**config.mk**
```make
export PLATFORM = sky130hd
export DESIGN_NAME = ihex_wb_writer
export DESIGN_NICKNAME = d
export VERILOG_FILES = /design/src/rtl/ihex_wb_writer.sv
export SDC_FILE = /design/constraint.sdc
export NUM_CORES = 1
export LEC_CHECK = 0
export ABC_AREA = 0
export BUFFER_PORTS_ARGS = -buffer_cell sky130_fd_sc_hd__buf_4
export CAP_MARGIN = 30
export CORE_ASPECT_RATIO = 0.7
export CORE_UTILIZATION = 40
export DETAILED_ROUTE_END_ITERATION = 16
export HOLD_SLACK_MARGIN = 0.1
export PLACE_DENSITY = 0.7
export SETUP_SLACK_MARGIN = 0.4
export SLEW_MARGIN = 20
export SYNTH_ARGS = -nofsm -noshare
export SYNTH_HDL_FRONTEND = slang
export SYNTH_SLANG_ARGS = --single-unit
```
**constraint.sdc**
```tcl
create_clock -name i_clk -period 2.3 [get_ports i_clk]
set_input_delay 0.23 -clock i_clk [delete_from_list [all_inputs] [get_ports i_clk]]
set_output_delay 0.23 -clock i_clk [all_outputs]
set_load 0.005 [all_outputs]
```
**src/rtl/ihex_wb_writer.sv**
```systemverilog
// ihex_wb_writer: packs decoded hex bytes into word-wide pipelined Wishbone writes
module ihex_wb_writer #(
  parameter int AW = 30,
  parameter int DW = 32,
  parameter int SELW = 4
) (
  input  logic            i_clk,
  input  logic            i_reset,
  input  logic            i_valid,
  output logic            o_ready,
  input  logic [AW+1:0]   i_addr,
  input  logic [7:0]      i_data,
  input  logic            i_flush,
  output logic            o_wb_cyc,
  output logic            o_wb_stb,
  output logic            o_wb_we,
  output logic [AW-1:0]   o_wb_addr,
  output logic [DW-1:0]   o_wb_data,
  output logic [SELW-1:0] o_wb_sel,
  input  logic            i_wb_stall,
  input  logic            i_wb_ack,
  input  logic            i_wb_err,
  output logic            o_busy,
  output logic            o_err,
  output logic [15:0]     o_words
);
  typedef enum logic [1:0] {IDLE, REQ, WAIT} state_t;
  state_t state, state_nx;
  logic [AW-1:0] tag, word, pend_word;
  logic [DW-1:0] data;
  logic [SELW-1:0] mask, lane_bit, pend_bit;
  logic [1:0] lane, pend_lane;
  logic [7:0] pend_byte;
  logic pend_v, pend_flush, merge, fin, resp;
  assign lane = i_addr[1:0];
  assign word = i_addr[AW+1:2];
  assign lane_bit = SELW'(1) << lane;
  assign pend_bit = SELW'(1) << pend_lane;
  assign merge = mask == '0 || (word == tag && !mask[lane]);
  assign resp = i_wb_ack | i_wb_err;
  assign fin = (state == REQ && !i_wb_stall && resp) || (state == WAIT && resp);
  assign o_ready = state == IDLE && !i_reset;
  assign o_wb_cyc = state != IDLE;
  assign o_wb_stb = state == REQ;
  assign o_wb_we = o_wb_cyc;
  assign o_wb_addr = o_wb_cyc ? tag : '0;
  assign o_wb_data = o_wb_cyc ? data : '0;
  assign o_wb_sel = o_wb_cyc ? mask : '0;
  assign o_busy = o_wb_cyc || mask != '0;
  always_comb begin
    state_nx = state;
    if (state == IDLE)
      state_nx = (i_valid ? (!merge || &(mask | lane_bit) || i_flush) : (i_flush && mask != '0)) ? REQ : IDLE;
    else if (fin)
      state_nx = pend_v && pend_flush ? REQ : IDLE;
    else if (state == REQ && !i_wb_stall)
      state_nx = WAIT;
  end
  always_ff @(posedge i_clk) begin
    if (i_reset) begin
      state <= IDLE;
      tag <= '0;
      data <= '0;
      mask <= '0;
      pend_v <= 1'b0;
      pend_flush <= 1'b0;
      pend_byte <= '0;
      pend_word <= '0;
      pend_lane <= '0;
      o_err <= 1'b0;
      o_words <= '0;
    end else begin
      state <= state_nx;
      if (state == IDLE && i_valid && merge) begin
        data[8*lane +: 8] <= i_data;
        mask <= mask | lane_bit;
        tag <= word;
      end
      if (state == IDLE && i_valid && !merge) begin
        pend_v <= 1'b1;
        pend_byte <= i_data;
        pend_word <= word;
        pend_lane <= lane;
        pend_flush <= i_flush;
      end
      if (fin) begin
        tag <= pend_v ? pend_word : '0;
        mask <= pend_v ? pend_bit : '0;
        data <= pend_v ? DW'(pend_byte) << (8*pend_lane) : '0;
        pend_v <= 1'b0;
        o_err <= o_err | i_wb_err;
        o_words <= o_words + 16'(!i_wb_err);
      end
    end
  end
endmodule

```
# Yosys cells after proc, flatten, opt, wreduce, memory -nomap -nowiden
# Index checks and enable logic that the tools add are counted.
# classes
add_sub_neg	2
magnitude_cmp	1
eq_ne	3
shifts	5
mux	21
bitwise_logic	3
n_reduce_logical	28
# op_table
operator	n
$mux W32	4
$mux W30	4
$neg A5 Y34	1
$shift A8 B34 Y32 const A	1
$shiftx A8 B34 Y32	1
$bwmux W32	1
$shl A8 B5 Y32	1
$eq A30 B30 Y1	1
$add A16 B1 Y16	1
$mux W4	4
$logic_and A1 B1 Y1	10
$shl A1 B2 Y4 const A	2
$mux W2	3
$logic_not A1 Y1	5
$logic_or A1 B1 Y1	5
$logic_not A4 Y1	1
$mux W1	4
$or A4 B4 Y4	1
$reduce_and A4 Y1	1
$reduce_bool A2 Y1	2
$reduce_bool A4 Y1	1
$lt A2 B3 Y1 const B	1
$reduce_bool A3 Y1	1
$bmux W1 S2	1
other kinds (5)	6
# word_totals
regBits	127
input_bits	47
out_inout_bits	88
elab_cells	74

# Logic depth before layout (Yosys ltp)
# Gate-level depths: netlist of the first run.
# depth
word_depth	11
mapped_depth	9
ltp_nobuf	8

# Worst setup path before layout of the first run
# Ideal clock, no wire load.
# synth_path
path_kind	reg2reg
start	register mask[3]
end	register tag[0]
setup_time_ps	127
t_arrival_ps	1709
required_time_ps	2173
slack_ps	464
path_stages_with_launch	8
path_buffers	2
period_less_slack_ps	1836
cell_sequence	dfxtp_1 mux4_2 nor3_2 a31o_2 and2_1 buf_2 buf_2 o211ai_1
# synth_via
elab_chain_cells	7
elab_cells_between_ends	8
classes_between	2 x mux; 6 x reduce/logical
# synth_rtl
element	line	rtl
start: declaration	31	logic [SELW-1:0] mask, lane_bit, pend_bit;
start signal: assignment	76	mask <= mask | lane_bit;
start signal: assignment	88	mask <= pend_v ? pend_bit : '0;
$bmux W1 S2	39	assign merge = mask == '0 || (word == tag && !mask[lane]);
$mux W1 (implied by the code)	39	
$logic_not A1 Y1	39	
$logic_and A1 B1 Y1	39	
$logic_or A1 B1 Y1 (*)	39	
$logic_and A1 B1 Y1 (*)	74	if (state == IDLE && i_valid && merge) begin
$reduce_bool A2 Y1 (no line) (*)	-	
end signal: assignment	77	tag <= word;
end signal: assignment	87	tag <= pend_v ? pend_word : '0;
end: declaration	29	logic [AW-1:0] tag, word, pend_word;
# Mark *: on every way between the ends. The rest lies on a longest branch, timed or not. The select of a mux whose other input is x is not followed.
# A chain may end at the register's enable or synchronous reset.

# Worst setup path after layout of the first run
# layout_path
start	register tag[3]
end	register pend_word[7]
# layout_via
elab_chain_cells	5
# layout_rtl
element	line	rtl
$eq A30 B30 Y1	39	
$logic_and A1 B1 Y1	39	
$logic_or A1 B1 Y1	39	
$logic_not A1 Y1	79	if (state == IDLE && i_valid && !merge) begin
$logic_and A1 B1 Y1	79	
end signal: assignment	82	pend_word <= word;
end: declaration	29	
# No other way between the ends.

==> flow_metrics.env, run 1 <==
export IMPL_status="finished, final reports clean"
export IMPL_drc_errors=0
export IMPL_critical_path_arrival_ps=2470
export IMPL_synthFlopType="dfxtp_1"
export IMPL_io_buffer_count=134
export IMPL_syn_to_final_growth_pct=37.0
export IMPL_crit_slowest_cell="dfxtp_4"
export IMPL_grt_pass1_wl_um=32300
export IMPL_grt_usage=0.240
export IMPL_cts_made_buffers=17
export IMPL_routed_wirelength_um=21400
export IMPL_critPathTopFamily="compound AO/OA/AOI/OAI gates"
export IMPL_grt_start_max_net_pins=63
export IMPL_n_antenna_cell=0
export IMPL_synth_area_leaders="dfxtp_1 38%, and2_1 6.2%, xnor2_1 4.8%"
export IMPL_yosys_top_cells_count="127 x dfxtp_1, 72 x nand2_1, 67 x and2_1"
export IMPL_rows=39
export IMPL_root_buffer="clkbuf_16"
export IMPL_grt_antenna_before_repair=0
export IMPL_rsz0062_at_grt="true"
export IMPL_drt_pass1_iter_count=6
export IMPL_clock_sinks=127
export IMPL_ys_seq_elements=127
export IMPL_detail_route_antenna_nets=0
export IMPL_area_sequential_mm2=0.00256
export IMPL_initial_utilization=0.411
export IMPL_synth_top_area_cell="dfxtp_1"
export IMPL_die_area_mm2=0.0173
export IMPL_synth_cells=821
export IMPL_dieWidth_um=157
export IMPL_critical_path_max_fanout=6
export IMPL_ir_drop_mv=0.545
export IMPL_synthArstFlopShare=0
export IMPL_synth_cell_area_mm2=0.00671
export IMPL_core_mm2=0.0163
export IMPL_clkTransAtPathRegs_ps=60
export IMPL_synthDistinctLibCells=46
export IMPL_synth_top_cell_area_share=0.379
export IMPL_fillerInstances=1463
export IMPL_power_density_mw_per_mm2=895
export IMPL_cts_tree="yes"
export IMPL_die_h_um=110
export IMPL_clock_latency_ps=410
export IMPL_grt_pass1_vias=6034
export IMPL_cts_htree_levels=4
export IMPL_setup_violations=0
export IMPL_io_pins=135
export IMPL_timing_final_hold_violations=0
export IMPL_cts_path_max_buffers=2
export IMPL_min_path_type="in2reg"
export IMPL_startpoint_type="flop"
export IMPL_syn_avg_cell_area_um2=8.17
export IMPL_vias=6723
export IMPL_synth_edf_count=0
export IMPL_crit_path_end_kind="flop"
export IMPL_drive_gt1_frac=0.265
export IMPL_fmax_mhz=463
export IMPL_cp_num_buf_inv=3
export IMPL_synth_nets=874
export IMPL_drt_iter0_drc=642
export IMPL_skew_ps=10.8
export IMPL_grt_ovfl_total=0
export IMPL_seq_area_frac_synth=0.379
export IMPL_drv_cap=0
export IMPL_fin_crit_sh=0.938
export IMPL_wl_per_cell_um=18.0
export IMPL_layout_min_cycle_time_ps=2160
export IMPL_synth_most_common_cell="dfxtp_1"
export IMPL_globalplace_congestion=0.887
export IMPL_slew_violations=0
export IMPL_dp_cells=1133
export IMPL_multi_input_comb_area_mm2=0.00378
export IMPL_final_nets=1005
export IMPL_synth_yosys_warnings=0
export IMPL_stdcell_count=1190
export IMPL_tns_ps=0
export IMPL_crit_type="reg2reg"
export IMPL_relSlewSlack=0.597
export IMPL_power_leakage_nw=3.53
export IMPL_worstMarginPinSlew_ps=598
export IMPL_vias_per_cell=5.65
export IMPL_cp_required_ps=2610
export IMPL_slowest_delay_ps=360
export IMPL_path_cells="xnor2_4 > nand4_1 > nor4_2 > buf_4 > a31o_4 > buf_6 > clkbuf_16 > o21ai_0 > a21oi_1"
export IMPL_hpwl_um=13000
[area by class of cell]
cell class / instances / share of cell area
clock buffer: 19 / 0.0482
clock inverter: 13 / 0.0204
inverter: 51 / 0.0208
multi-input combinational: 565 / 0.411
sequential: 127 / 0.278
tap: 225 / 0.0306
timing repair buffer: 190 / 0.191
[stage by stage]
step / hold slack (ps) / utilization / area, um^2 / power [mW] / worst slack, ps
after floorplan: 391 / - / 6710 / 4.04 / 464
after global placement: 436 / 0.489 / 7990 / 4.77 / 100
after detailed placement: 441 / 0.489 / 7990 / 4.79 / 51.9
after CTS: 100 / 0.549 / 8980 / 7.98 / 250
after global routing: 101 / 0.562 / 9190 / 8.61 / 23.6
final: 113 / 0.562 / 9190 / 8.22 / 142
[report_power, final]
part	switching, mW	total [mW]	leakage (nW)	internal (mW)
Sequential	0.219	2.72	1.04	2.50
Combinational	1.41	2.62	2.19	1.21
Clock	1.03	2.88	0.300	1.85
[final timing paths]
| check | from | end | slack (ps) | depth (start not counted) |
|---|---|---|---|---|
| hold / removal | i_addr[10] | tag[8]$_SDFFE_PP0P_ | 110 | 3 |
| setup reg to reg | tag[3]$_SDFFE_PP0P_ | pend_word[7]$_SDFFE_PP0P_ | 140 | 9 |
| setup / recovery | tag[3]$_SDFFE_PP0P_ | pend_word[7]$_SDFFE_PP0P_ | 140 | 9 |
| hold reg to reg | o_err$_SDFFE_PP0N_ | o_err$_SDFFE_PP0N_ | 450 | 2 |
[worst min-delay path, delay by kind of cell]
kind	cells	cell delay (ps)
buffers and inverters	1	100
AOI/OAI and AO/OA	1	90
and+or+nand+nor	1	70
[routing by layer]
metal	up-vias	GRT usage	routed length (um)
met3	26	0.0559	1880
met2	306	0.336	8920
met4	0	0.0742	280
li1	3221	-	-
met1	3170	0.358	10300
met5	-	0	0
[placed cells by master, fill, tap and decap left out, drive strengths merged, types with 4 or more instances in the layout]
master / synthesis / layout
clkbuf: 56 / 25
a311oi: 32 / 32
nor3: 4 / 4
clkinv: 0 / 5
nor3b: 4 / 4
bufinv: 0 / 4
o21ai: 45 / 45
nand4: 38 / 38
nand2: 72 / 72
a21oi: 49 / 49
dlygate4sd3: 0 / 7
nand3: 5 / 5
dfxtp: 127 / 127
inv: 51 / 52
a211oi: 33 / 33
o211ai: 32 / 32
nor2: 27 / 27
a22oi: 32 / 32
ha: 6 / 6
or3: 43 / 43
buf: 22 / 177
xnor2: 37 / 37
a31o: 5 / 5
o311a: 4 / 4
and2: 67 / 67
xor2: 4 / 4
[sequential cells by signal (all words and copies together), names as in the netlist]
name,cells
data,32
mask,4
o_err,1
o_words,16
pend_byte,8
pend_flush,1
pend_lane,2
pend_v,1
pend_word,30
state,2
tag,30
[cell families after synthesis]
logic type | synth area share
DFF | 0.379
muxes | 0.00336
adders and majority gates | 0.0112
xor gates and xnor gates | 0.0535
and+or+nand+nor | 0.225
buffers and inverters | 0.0817
AOI/OAI and AO/OA | 0.247
[timing repair]
| item | CTS | global route |
|---|---|---|
| pin swaps | 5 | 30 |
| endpoints found under the hold margin | 7 | 0 |
| setup endpoints to repair | 180 | 183 |
| resized for setup | 28 | 13 |
| cloned | 3 | 6 |
| hold buffers | 7 | 0 |
| buffers inserted | 7 | 2 |
Power figures use the tool's default switching activity.
==> run 2: changes to the inputs <==
PLACE_DENSITY = not set   (was 0.7)
==> flow_metrics.env, run 2 (same netlist as run 1, synthesis figures left out) <==
export IMPL_status="finished, final reports clean"
export IMPL_core_mm2=0.0163
export IMPL_relSlewSlack=0.617
export IMPL_power_density_mw_per_mm2=847
export IMPL_final_cell_mix="155 x buf_4, 114 x dfxtp_1, 71 x nand2_1"
export IMPL_power_leakage_nw=3.50
export IMPL_ir_drop_mv=0.428
export IMPL_crit_slowest_cell="nor4_2"
export IMPL_hold_worst_slack_ps=116
export IMPL_drt_iter0_drc=464
export IMPL_grt_usage=0.240
export IMPL_grt_start_max_net_pins=63
export IMPL_drv_cap=0
export IMPL_hold_path_cell_count=3
export IMPL_slew_violations=0
export IMPL_fin_util=0.561
export IMPL_io_pins=135
export IMPL_top_register="data"
export IMPL_r2r_end="pend_word[27]$_SDFFE_PP0P_"
export IMPL_rr_startpoint="tag[19]$_SDFFE_PP0P_"
export IMPL_fin_crit_sh=0.859
export IMPL_whs_endpoint="tag[16]$_SDFFE_PP0P_"
export IMPL_cp_required_ps=2590
export IMPL_largest_reg_flops=32
export IMPL_root_buffer="clkbuf_16"
export IMPL_rsz0062_at_grt="true"
export IMPL_drc_errors=0
export IMPL_pre_cts_slack_ps=56.0
export IMPL_critPathTopFamily="simple AND/OR/NAND/NOR gates"
export IMPL_cts_made_buffers=17
export IMPL_crit_path_end_kind="flop"
export IMPL_layout_min_cycle_time_ps=1980
export IMPL_wl_per_cell_um=17.5
export IMPL_initial_utilization=0.411
export IMPL_detail_route_antenna_nets=0
export IMPL_clock_latency_ps=410
export IMPL_min_path_type="in2reg"
export IMPL_fillerInstances=1506
export IMPL_syn_to_final_growth_pct=36.6
export IMPL_grt_antenna_before_repair=0
export IMPL_reg_top3="data (32), pend_word (30), tag (30)"
export IMPL_io_buffer_count=134
export IMPL_clock_sinks=127
export IMPL_die_h_um=110
export IMPL_n_antenna_cell=0
export IMPL_critical_path_max_fanout=8
export IMPL_layout_setup_ws_ps=324
export IMPL_clkTransAtPathRegs_ps=60
export IMPL_cp_num_buf_inv=3
export IMPL_min_from="i_addr[18]"
export IMPL_setup_violations=0
export IMPL_hpwl_um=13500
export IMPL_critical_path_arrival_ps=2270
export IMPL_startpoint_type="flop"
export IMPL_slowest_delay_ps=370
export IMPL_r2r_slack_ps=320
export IMPL_skew_ps=12.8
export IMPL_vias=6545
export IMPL_tns_ps=0
export IMPL_worstMarginPinSlew_ps=568
export IMPL_dieWidth_um=157
export IMPL_mostFrequentLayoutCell="buf_4"
export IMPL_crit_type="reg2reg"
export IMPL_drive_gt1_frac=0.282
export IMPL_fmax_mhz=506
export IMPL_timing_final_hold_violations=0
export IMPL_globalplace_congestion=0.854
export IMPL_routed_wirelength_um=20800
export IMPL_drt_pass1_iter_count=10
export IMPL_cts_tree="yes"
export IMPL_cts_htree_levels=4
export IMPL_rows=39
export IMPL_die_area_mm2=0.0173
export IMPL_final_nets=1004
export IMPL_vias_per_cell=5.50
export IMPL_grt_pass1_vias=5732
export IMPL_rr_worst_depth=9
export IMPL_grt_pass1_wl_um=32100
export IMPL_path_cells="xnor2_4 > nand4_1 > nor4_2 > a31o_4 > buf_6 > buf_12 > clkbuf_16 > or3_1 > a21oi_1"
export IMPL_cts_path_max_buffers=2
export IMPL_grt_ovfl_total=0
## run 2: cell count changes in the layout (fill, tap and decap cells not counted), sizes merged
cell and change:
buf +1, bufinv -3, clkbuf -1, clkinv +3, inv -1
## run 2: per-stage QoR
step                      cells  total power, mW  area [um^2]
final                      1189             7.76         9170
after detailed placement   1137             4.92         8070
after global routing       1189             8.17         9170
after floorplan             821             4.04         6710
after CTS                  1178             7.52         8810
after global placement     1137             4.91         8070
## run 2: worst max-delay path by stage
stage                         start                    endpoint  slack (ps)  depth (start not counted)
3_3_place_gp             i_addr[29]        tag[11]$_SDFFE_PP0P_         120                          9
3_5_place_dp             i_addr[26]        tag[12]$_SDFFE_PP0P_          60                          9
6_report       tag[19]$_SDFFE_PP0P_  pend_word[27]$_SDFFE_PP0P_         320                          9
2_1_floorplan  mask[3]$_SDFFE_PP0P_         tag[0]$_SDFFE_PP0P_         460                          7
4_1_cts         tag[3]$_SDFFE_PP0P_       data[10]$_SDFFE_PP0P_         300                          7
5_1_grt        tag[19]$_SDFFE_PP0P_  pend_word[11]$_SDFFE_PP0P_         210                          8
## run 2: what timing repair did
action | CTS | global route
resized for setup | 22 | 52
hold endpoints to repair | 7 | 0
pin swaps | 3 | 33
endpoints found under the setup margin | 181 | 183
gates cloned | 1 | 4
hold buffers | 7 | 0
setup buffers | 1 | 7
## run 2: worst register-to-register path: cells and delay by family (launching register included)
kind                   cells  cell delay [ps]
AND/OR/NAND/NOR            3              620
AO/OA/AOI/OAI              2              320
XOR/XNOR                   1              140
buffers and inverters      3              400
flip-flops                 1              360
## run 2: metal layers
layer	share of wire	vias to the layer above	wire, um	GRT usage
met2	0.42	178	8740	0.330
met3	0.064	14	1340	0.0450
met5	0	-	0	0
met1	0.51	3123	10600	0.374
li1	-	3230	-	-
met4	0.0070	0	145	0.0595
## run 2: power by group
group | leakage [nW] | internal, mW | switching (mW)
Combinational | 2.20 | 1.20 | 1.36
Sequential | 1.04 | 2.50 | 0.226
Clock | 0.259 | 1.47 | 0.997
Total | 3.50 | 5.18 | 2.58
## run 2: cell type report
cell class	count	area (um^2)	share of cell area
sequential	127	2570	0.280
tap	225	282	0.0307
clock inverter	12	96.3	0.0105
clock buffer	20	437	0.0476
multi-input combinational	565	3870	0.422
inverter	51	194	0.0212
timing repair buffer	189	1720	0.188
==> run 3: changes to the inputs <==
MAX_ROUTING_LAYER = met4   (was not set)
==> flow_metrics.env, run 3 (same netlist as run 1, synthesis figures left out) <==
export IMPL_status="finished, final reports clean"
export IMPL_cts_tree="yes"
export IMPL_wl_per_cell_um=17.5
export IMPL_die_h_um=110
export IMPL_drive_gt1_frac=0.282
export IMPL_fmax_mhz=506
export IMPL_skew_ps=11.3
export IMPL_power_density_mw_per_mm2=847
export IMPL_core_mm2=0.0163
export IMPL_dieWidth_um=157
export IMPL_crit_path_end_kind="flop"
export IMPL_highest_layer="met4"
export IMPL_io_buffer_count=134
export IMPL_globalplace_congestion=0.868
export IMPL_timing_final_hold_violations=0
export IMPL_min_from="i_addr[7]"
export IMPL_syn_to_final_growth_pct=36.6
export IMPL_drv_cap=0
export IMPL_pre_cts_slack_ps=56.0
export IMPL_tns_ps=0
export IMPL_routed_wirelength_um=20900
export IMPL_layout_min_cycle_time_ps=1980
export IMPL_clock_sinks=127
export IMPL_cp_required_ps=2620
export IMPL_drt_pass1_iter_count=5
export IMPL_io_pins=135
export IMPL_hpwl_um=13500
export IMPL_power_leakage_nw=3.50
export IMPL_ir_drop_mv=0.428
export IMPL_grt_start_max_net_pins=63
export IMPL_setup_violations=0
export IMPL_critical_path_max_fanout=15
export IMPL_mostFrequentLayoutCell="buf_4"
export IMPL_largest_reg_flops=32
export IMPL_rr_worst_depth=7
export IMPL_min_path_type="in2reg"
export IMPL_clkTransAtPathRegs_ps=60
export IMPL_initial_utilization=0.411
export IMPL_vias_per_cell=5.51
export IMPL_slew_violations=0
export IMPL_crit_type="reg2reg"
export IMPL_hold_path_cell_count=3
export IMPL_startpoint_type="flop"
export IMPL_cts_path_max_buffers=2
export IMPL_critical_path_arrival_ps=2300
export IMPL_reg_top3="data (32), pend_word (30), tag (30)"
export IMPL_cts_htree_levels=4
export IMPL_drc_errors=0
export IMPL_n_antenna_cell=0
export IMPL_wl_met2_um=8610
export IMPL_relSlewSlack=0.620
export IMPL_vias=6553
export IMPL_grt_pass1_wl_um=32100
export IMPL_final_nets=1004
export IMPL_cts_made_buffers=17
export IMPL_grt_usage=0.247
export IMPL_grt_ovfl_total=0
export IMPL_rr_startpoint="tag[19]$_SDFFE_PP0P_"
export IMPL_grt_pass1_vias=5748
export IMPL_total_power_mw=7.77
export IMPL_drt_iter0_drc=439
export IMPL_rows=39
export IMPL_whs_endpoint="tag[5]$_SDFFE_PP0P_"
export IMPL_clock_latency_ps=410
export IMPL_final_cell_mix="155 x buf_4, 114 x dfxtp_1, 71 x nand2_1"
export IMPL_wl_met1_um=10800
export IMPL_fin_crit_sh=0.860
export IMPL_wl_met3_um=1290
export IMPL_detail_route_antenna_nets=0
export IMPL_die_area_mm2=0.0173
export IMPL_r2r_slack_ps=320
export IMPL_layout_setup_ws_ps=323
export IMPL_grt_antenna_before_repair=0
export IMPL_rsz0062_at_grt="true"
export IMPL_worstMarginPinSlew_ps=564
export IMPL_r2r_end="data[16]$_SDFFE_PP0P_"
export IMPL_root_buffer="clkbuf_16"
export IMPL_top_register="data"
-- run 3: cell counts in the layout (fill, tap and decap cells not counted) --
No cell type changed its count.
-- run 3: worst max-delay path: stages (launching register included) --
cell      delay [ps]
dfxtp_4          360
xnor2_4          140
nand4_1          150
nor4_2           370
a31o_4           270
buf_4            230
a311oi_1         110
a211oi_1         230
-- run 3: area by class of cell --
type | instances | area [um^2]
clock buffers | 20 | 437
clock inverters | 12 | 96.3
fillers | 1506 | 7180
inverters | 51 | 194
multi-input cells | 565 | 3870
flip-flops and latches | 127 | 2570
well taps | 225 | 282
repair buffers | 189 | 1720
-- run 3: what timing repair did --
| item | 4_1_cts | 5_1_grt |
|---|---|---|
| resized for setup | 22 | 52 |
| setup endpoints to repair | 181 | 183 |
| hold buffers | 7 | 0 |
| hold endpoints to repair | 7 | 0 |
| pin swaps | 3 | 33 |
| setup buffers | 1 | 7 |
| gates cloned | 1 | 4 |
-- run 3: worst max-delay path by stage --
| stage | start | end |
|---|---|---|
| 6_report | tag[19]$_SDFFE_PP0P_ | data[16]$_SDFFE_PP0P_ |
| 5_1_grt | tag[19]$_SDFFE_PP0P_ | pend_word[11]$_SDFFE_PP0P_ |
| 4_1_cts | tag[3]$_SDFFE_PP0P_ | data[10]$_SDFFE_PP0P_ |
| 3_5_place_dp | i_addr[26] | tag[12]$_SDFFE_PP0P_ |
| 3_3_place_gp | i_addr[29] | tag[11]$_SDFFE_PP0P_ |
| 2_1_floorplan | mask[3]$_SDFFE_PP0P_ | tag[0]$_SDFFE_PP0P_ |
-- run 3: stage by stage --
stage / instances / hold slack (ps) / utilization / instance area (um^2)
final: 1189 / 119 / 0.561 / 9170
after floorplan: 821 / 391 / - / 6710
after global routing: 1189 / 119 / 0.561 / 9170
after global placement: 1137 / 445 / 0.494 / 8070
after CTS: 1178 / 100 / 0.539 / 8810
after detailed placement: 1137 / 447 / 0.494 / 8070
-- run 3: power by group --
group | switching, mW | internal (mW) | leakage, nW | total, mW
clock network | 0.998 | 1.47 | 0.259 | 2.47
logic | 1.36 | 1.20 | 2.20 | 2.57
registers | 0.228 | 2.50 | 1.04 | 2.73
total | 2.59 | 5.18 | 3.50 | 7.77
-- run 3: routing by layer --
metal,track usage,vias to the layer above
met1,0.373,3102
li1,-,3229
met4,0.0595,0
met5,-,-
met2,0.333,206
met3,0.0414,16
